File: config.mk
export PLATFORM = sky130hd
export DESIGN_NAME = uart_tx
export DESIGN_NICKNAME = d
export VERILOG_FILES = /design/src/rtl/uart_tx.sv
export SDC_FILE = /design/constraint.sdc
export NUM_CORES = 1
export LEC_CHECK = 0
export CAP_MARGIN = 10
export CORE_MARGIN = 4
export CORE_UTILIZATION = 58
export DETAILED_ROUTE_END_ITERATION = 12
export GPL_TIMING_DRIVEN = 0
export PLACE_DENSITY = 0.83
export SYNTH_ARGS = -nofsm -noshare
export SYNTH_HDL_FRONTEND = slang
export SYNTH_SLANG_ARGS = --single-unit
File: constraint.sdc
create_clock -name clk -period 3 [get_ports clk]
set_clock_uncertainty 0.05 [all_clocks]
set_input_delay 0.3 -clock clk [delete_from_list [all_inputs] [get_ports clk]]
set_output_delay 0.3 -clock clk [all_outputs]
set_load 0.005 [all_outputs]
File: src/rtl/uart_tx.sv
`default_nettype none
// ============================================================================
// Module   : uart_tx
// Purpose  : UART transmitter; sends one 8-bit frame LSB-first with an
//            optional parity bit and 1 or 2 stop bits.
// Revision : 1.0 - initial release
// ============================================================================
module uart_tx #(
    parameter int CLKS_PER_BIT = 10,
    parameter int PARITY_EN    = 0,
    parameter int PARITY_ODD   = 0,
    parameter int STOP_BITS    = 1
) (
    input  logic       clk,
    input  logic       Rst,
    input  logic [7:0] tx_data,
    input  logic       tx_start,
    output logic       tx_out,
    output logic       tx_busy,
    output logic       tx_done
);

    localparam int              c_TW    = (CLKS_PER_BIT > 2) ? $clog2(CLKS_PER_BIT) : 1;
    localparam logic [c_TW-1:0] c_TLAST = c_TW'(CLKS_PER_BIT - 1);
    localparam logic            c_ODD   = (PARITY_ODD != 0);

    typedef enum logic [2:0] {
        S_IDLE   = 3'd0,
        S_START  = 3'd1,
        S_DATA   = 3'd2,
        S_PARITY = 3'd3,
        S_STOP   = 3'd4
    } state_t;

    state_t            r_state;
    logic [c_TW-1:0]   r_timer;
    logic [2:0]        r_bit_cnt;
    logic [7:0]        r_shift;
    logic              r_parity;

    logic w_wrap;
    logic w_stop_last;

    assign w_wrap      = (r_timer == c_TLAST);
    assign w_stop_last = (STOP_BITS == 2) ? r_bit_cnt[0] : 1'b1;

    always_ff @(posedge clk or posedge Rst) begin
        if (Rst) begin
            r_state   <= S_IDLE;
            r_timer   <= '0;
            r_bit_cnt <= '0;
            r_shift   <= '0;
            r_parity  <= 1'b0;
            tx_out    <= 1'b1;
            tx_busy   <= 1'b0;
            tx_done   <= 1'b0;
        end else begin
            // Outputs follow the state one cycle later, giving the 1-cycle start latency
            tx_busy <= (r_state != S_IDLE);
            tx_done <= (r_state == S_IDLE) && tx_busy;
            case (r_state)
                S_START:  tx_out <= 1'b0;
                S_DATA:   tx_out <= r_shift[0];
                S_PARITY: tx_out <= r_parity;
                default:  tx_out <= 1'b1;
            endcase

            if (r_state != S_IDLE) begin
                r_timer <= w_wrap ? '0 : r_timer + 1'b1;
            end

            case (r_state)
                S_IDLE: begin
                    if (tx_start) begin
                        r_state   <= S_START;
                        r_shift   <= tx_data;
                        r_parity  <= (^tx_data) ^ c_ODD;
                        r_timer   <= '0;
                        r_bit_cnt <= '0;
                    end
                end
                S_START: begin
                    if (w_wrap) begin
                        r_state <= S_DATA;
                    end
                end
                S_DATA: begin
                    if (w_wrap) begin
                        r_shift   <= {1'b0, r_shift[7:1]};
                        r_bit_cnt <= r_bit_cnt + 1'b1;
                        if (r_bit_cnt == 3'd7) begin
                            r_state <= (PARITY_EN != 0) ? S_PARITY : S_STOP;
                        end
                    end
                end
                S_PARITY: begin
                    if (w_wrap) begin
                        r_state <= S_STOP;
                    end
                end
                S_STOP: begin
                    // Counter re-enters STOP at zero after wrapping from 7 in DATA
                    if (w_wrap) begin
                        r_bit_cnt <= r_bit_cnt + 1'b1;
                        if (w_stop_last) begin
                            r_state <= S_IDLE;
                        end
                    end
                end
                default: r_state <= S_IDLE;
            endcase
        end
    end

endmodule
`default_nettype wire

==> results_dict.tcl, run 1 <==
set metrics [dict create \
    antenna_left 0 \
    cp_slowest_cell "dfstp_2" \
    numCtsBuffers 3 \
    rsz0062_at_grt "false" \
    cts_sinks 22 \
    highest_layer "met4" \
    rows 16 \
    syn_area_per_cell_um2 9.916 \
    setup_viol 0 \
    power.density_nw_per_um2 402.6 \
    setup_slack_ps 1313 \
    status "finished clean" \
    routabilityCongestion 0.7617 \
    leakagePower_nw 0.6248 \
    wire_per_inst_um 14.70 \
    syn_nets 133 \
    timing.critical_path.buf_inv 1 \
    drive_gt1_share_pct 16.06 \
    start_kind "flop" \
    routed-wl-met2_um 1135 \
    hold_viol_final 0 \
    fp.dieArea_um2 2840 \
    cts_resized 0 \
    syn-cell-area_um2 1190 \
    synth_edf_count 0 \
    hold_path.class "in2async" \
    synth_top_area_share_pct 44.16 \
    maxCapViolCount 0 \
    utilization_pct 71.68 \
    synth_top_area_cell "dfrtp_1" \
    core-area_um2 1962 \
    wl_met3_um 81 \
    drt_pre_antenna_iters 4 \
    total_power_mw 0.5662 \
    clkTransAtPathRegs_ps 120 \
    path_max_fanout 1 \
    period_share_pct 56.25 \
    post-route-min-period_ps 1688 \
    async_reset_ff_share_pct 100.0 \
    place_ws_ps 1077 \
    max-vdd-ir-drop_v 0.0004570 \
    hold_buffers 0 \
    drt-vias-per-instance 5.738 \
    die_y_um 53.30 \
    critical-path-max-stage-delay_ps 540 \
    yosysUniqueCellTypes 34 \
    track_usage_pct 20.20 \
    drt_wl_total_um 2411 \
    post-route-drc-count 0 \
    yosysWarnings 0 \
    initialDrtViolationCount 19 \
    required_ps 2650 \
    cts_tree "built" \
    max_slew_margin_pct 45.40 \
    crit_path_end_kind "primary output" \
    fin_nets 151 \
    num_antenna_cells 0 \
    grt_pass1_vias 903 \
    htree_levels 1 \
    hpwl_um 1809 \
    grt_max_degree 23 \
    drv_slew 0 \
    syn_to_final_growth_pct 18.19 \
    initial_core_util_pct 60.65 \
    tns_ps 0 \
    synthTopCellsByArea "dfrtp_1, xnor2_1, o22ai_2" \
    synthFlopType "dfrtp_1" \
    crit_path_cell_trace "clkdlybuf4s50_1" \
    ios 14 \
    arrival_ps 1340 \
    post_cts_buffers 0 \
    dp_cells 160 \
    yosys-top-cells-count "dfrtp_1, nor2_1, nor3_1, xnor2_1, o21ai_1" \
    synth-seq-area-share_pct 46.37 \
    fmax_mhz 592.6 \
    grt_pass1_wl_um 4077 \
    crit_family "flip-flops" \
    yosysMostFrequentCell "dfrtp_1" \
    vias 941 \
    cts_max_path_buffers 2 \
    io_buffers 13 \
    drt-met1-wl_um 1152 \
    synth-seq-cells 22 \
    tightestPinTransition_ps 818.1 \
    die_w_um 53.30 \
    root_buffer "clkbuf_4" \
    fin_cells 164 \
    path_class "reg2out" \
    worstSkewPairLatency_ps 310 \
    syn_inst 120 \
    grt-ovfl-total 0 \
    grt_antenna_before_repair 0 \
]
==> state kept, by name, indices dropped and copies added, names as in the netlist <==
register and cells:
r_bit_cnt 3, r_parity 1, r_shift 8, r_state 3, r_timer 4, tx_busy 1, tx_done 1, tx_out 1
==> through the flow <==
stage | area [um2] | hold slack [ps]
6_report | 1406 | 383.4
5_1_grt | 1406 | 447.2
4_1_cts | 1406 | 418.9
3_5_place_dp | 1354 | 435.7
3_3_place_gp | 1354 | 421.5
2_1_floorplan | 1190 | 238.5
==> per-layer routing <==
layer  track usage, %  up-vias
met4            7.660        0
li1                 -      461
met3            4.225        4
met1            24.73      457
met5                0        -
met2            34.29       19
==> cell type report <==
cell class	count	area, um2
buffer	6	35.03
clock buffer	3	22.52
clock inverter	1	30.03
fill	153	555.5
inverter	4	15.01
multi-input combinational	88	588.1
sequential	22	551.8
tap	27	33.78
timing repair buffer	13	130.1
==> cells by family (layout without fill, tap and decap cells) <==
kind of cell | Yosys count | after routing | synth area share (%)
simple gates | 50 | 50 | 23.03
compound gates | 27 | 27 | 17.67
flops | 22 | 22 | 46.37
buf+inv | 10 | 27 | 4.205
xor+xnor | 9 | 9 | 6.625
fa+ha+maj | 2 | 2 | 2.103
==> worst register-to-register path: stages, from the launching register on <==
cell       delay (ps)
dfrtp_1           450
nand4bb_1         200
buf_2             190
nor3_2            380
nor2_2            100
a211oi_2          240
==> layout by cell type (no fill, tap or decap), drive strengths merged, types with 4 or more instances in the layout <==
master and n:
nand2 7, inv 4, clkdlybuf4s50 13, o21ai 10
nor2 15, xnor2 9, clkbuf 4, dfrtp 21
nand2b 5, buf 5, nor3 12, o22ai 7
==> where the power goes <==
| part | internal [mW] | switching [mW] |
|---|---|---|
| clock | 0.135 | 0.0911 |
| combinational | 0.0231 | 0.0192 |
| sequential | 0.297 | 0.000485 |
| total | 0.455 | 0.111 |
==> final timing paths <==
| kind | start | to | slack, ps | depth (start not counted) |
|---|---|---|---|---|
| setup / recovery | tx_out$_DFF_PP1_ | tx_out | 1310 | 1 |
| hold reg to reg | tx_busy$_DFF_PP0_ | tx_done$_DFF_PP0_ | 450 | 1 |
| min in group clk | tx_busy$_DFF_PP0_ | tx_done$_DFF_PP0_ | 450 | 1 |
| hold / removal | Rst | tx_done$_DFF_PP0_ | 380 | 2 |
| max in group asynchronous | Rst | r_shift[3]$_DFFE_PP0P_ | 2020 | 2 |
| setup reg to reg | r_timer[1]$_DFF_PP0_ | r_shift[0]$_DFFE_PP0P_ | 1320 | 5 |
Power figures use the tool's default switching activity.
==> run 2: changes to the inputs <==
--- a/config.mk
+++ b/config.mk
@@ -7,10 +7,10 @@
 export LEC_CHECK = 0
 export CAP_MARGIN = 10
 export CORE_MARGIN = 4
-export CORE_UTILIZATION = 58
+export CORE_UTILIZATION = 49
 export DETAILED_ROUTE_END_ITERATION = 12
 export GPL_TIMING_DRIVEN = 0
-export PLACE_DENSITY = 0.83
+export PLACE_DENSITY = 0.75
 export SYNTH_ARGS = -nofsm -noshare
 export SYNTH_HDL_FRONTEND = slang
 export SYNTH_SLANG_ARGS = --single-unit
==> constraint.sdc (replaced) <==
create_clock -name clk -period 1.5 [get_ports clk]
set_clock_uncertainty 0.05 [all_clocks]
set_input_delay 0.15 -clock clk [delete_from_list [all_inputs] [get_ports clk]]
set_output_delay 0.15 -clock clk [all_outputs]
set_load 0.005 [all_outputs]
==> run 2 against run 1 <==
Compared with the run above:
- the flow now finishes with violations (setup timing)
- combinational power is 100% higher
- critical path depth rose by 4
- count of clock-buffer cells in the layout up 1
- non-clock buffer count increased by 7
- critical endpoint is now r_shift[3]$_DFFE_PP0P_
- largest cell class unchanged
- die area is 16% higher
- via count rose by 2.9%
- largest power group unchanged
- sequential power rose by 100%
- core utilization is 5.3 points lower
- setup slack got worse by 1300 ps
- final cell count rose by 4.9%
==> results_dict.tcl, run 2 (synthesis results as in run 1) <==
set metrics [dict create \
    status "complete, but fails checks" \
    violations "setup timing" \
    worstSkewPairLatency_ps 300 \
    required_ps 1650 \
    core-area_um2 2255 \
    cts_tree "built" \
    arrival_ps 1680 \
    top_regs "r_shift x8, r_timer x4" \
    start_kind "flop" \
    fin_nets 158 \
    hpwl_um 1755 \
    max_slew_margin_pct 44.44 \
    setup_slack_ps -34.15 \
    antenna_left 0 \
    num_antenna_cells 0 \
    total_power_mw 0.9956 \
    max-vdd-ir-drop_v 0.0006966 \
    cts_sinks 22 \
    syn_to_final_growth_pct 25.87 \
    setup_viol 6 \
    htree_levels 1 \
    fp.dieArea_um2 3281 \
    layout_commonest_cell "dfrtp_1" \
    drt_wl_total_um 2521 \
    die_y_um 57.28 \
    grt_max_degree 23 \
    path_max_fanout 7 \
    leakagePower_nw 0.6663 \
    post-route-min-period_ps 1534 \
    fmax_mhz 651.8 \
    layout_common_cells "dfrtp_1, nor2_1, clkdlybuf4s50_1" \
    initialDrtViolationCount 27 \
    path_class "reg2reg" \
    grt_antenna_before_repair 0 \
    worst_hold_slack_ps 275.8 \
    numCtsBuffers 3 \
    ios 14 \
    maxCapViolCount 0 \
    clkTransAtPathRegs_ps 110 \
    drive_gt1_share_pct 25.00 \
    drt_pre_antenna_iters 4 \
    rsz0062_at_grt "true" \
    root_buffer "clkbuf_4" \
    vias 968 \
    crit_path_end_kind "flop" \
    post-route-drc-count 0 \
    io_buffers 13 \
    rows 17 \
    wire_per_inst_um 14.66 \
    drv_slew 0 \
    die_w_um 57.28 \
    hold_path.class "in2async" \
    grt_pass1_vias 986 \
    place_ws_ps -237.1 \
    tightestPinTransition_ps 832.5 \
    hold_viol_final 0 \
    grt-ovfl-total 0 \
    r2r.worst_path.cells 5 \
    period_share_pct 102.3 \
    drt-vias-per-instance 5.628 \
    top_register "r_shift" \
    initial_core_util_pct 52.77 \
    cts_max_path_buffers 2 \
    routabilityCongestion 0.7628 \
    power.density_nw_per_um2 664.8 \
    track_usage_pct 16.24 \
    largest_reg_flops 8 \
    grt_pass1_wl_um 4284 \
]
run 2: changes by cell type in the layout (fill, tap and decap cells not counted), moves of 2 or more:
cell | previous run | this run
buf_2 | 4 | 2
buf_4 | 0 | 8
nor3_2 | 3 | 1
nor3_4 | 0 | 3
run 2: stage by stage:
| step | util, % | setup TNS, ps | cell area (um2) | std cells |
|---|---|---|---|---|
| detailed placement | 60.32 | -1355 | 1360 | 161 |
| global route | 66.43 | -853.5 | 1498 | 172 |
| finish | 66.43 | -153.6 | 1498 | 172 |
| floorplan | - | -18.02 | 1195 | 120 |
| global placement | 60.32 | -1059 | 1360 | 161 |
| CTS | 63.71 | -24.57 | 1436 | 167 |
run 2: final cells by class:
| class | count | area, um2 |
|---|---|---|
| plain buffers | 5 | 37.54 |
| clock buffers | 4 | 36.28 |
| fillers | 167 | 757.0 |
| inverters | 4 | 15.01 |
| multi-input cells | 88 | 631.9 |
| flip-flops and latches | 22 | 553.0 |
| well taps | 28 | 35.03 |
| repair buffers | 21 | 188.9 |
run 2: path summary, 6_finish.rpt:
kind	slack, ps	to	startpoint
worst max register to register	-30	r_shift[3]$_DFFE_PP0P_	r_timer[1]$_DFF_PP0_
worst min register to register	450	tx_done$_DFF_PP0_	tx_busy$_DFF_PP0_
min in group clk	440	r_shift[2]$_DFFE_PP0P_	tx_data[2]
max in group asynchronous	560	r_timer[0]$_DFF_PP0_	Rst
worst min-delay path	280	r_timer[2]$_DFF_PP0_	Rst
worst max-delay path	-30	r_shift[3]$_DFFE_PP0P_	r_timer[1]$_DFF_PP0_
run 2: report_power, final:
group | total, mW | switching [mW] | internal, mW
sequential | 0.595 | 0.00109 | 0.594
clock | 0.315 | 0.167 | 0.148
combinational | 0.0855 | 0.0393 | 0.0462
total | 0.996 | 0.207 | 0.789
run 2: per-layer routing:
layer / up-vias / track usage [%] / wire [um]
li1: 471 / - / -
met1: 470 / 20.06 / 1076
met2: 21 / 27.24 / 1290
met3: 6 / 4.525 / 102
met4: 0 / 5.629 / 52
met5: - / 0 / 0
run 2: repair_timing:
| item | 4_1_cts | 5_1_grt |
|---|---|---|
| hold buffers | 0 | 0 |
| buffers inserted | 3 | 5 |
| setup endpoints to repair | 14 | 17 |
| pin swaps | 6 | 8 |
| gates resized for setup | 8 | 6 |
run 2: critical path: stages, from the launching register on:
cell	delay (ps)
dfrtp_1	410
nand4bb_1	210
buf_6	160
or3_4	400
o22ai_2	140
nor2_1	60
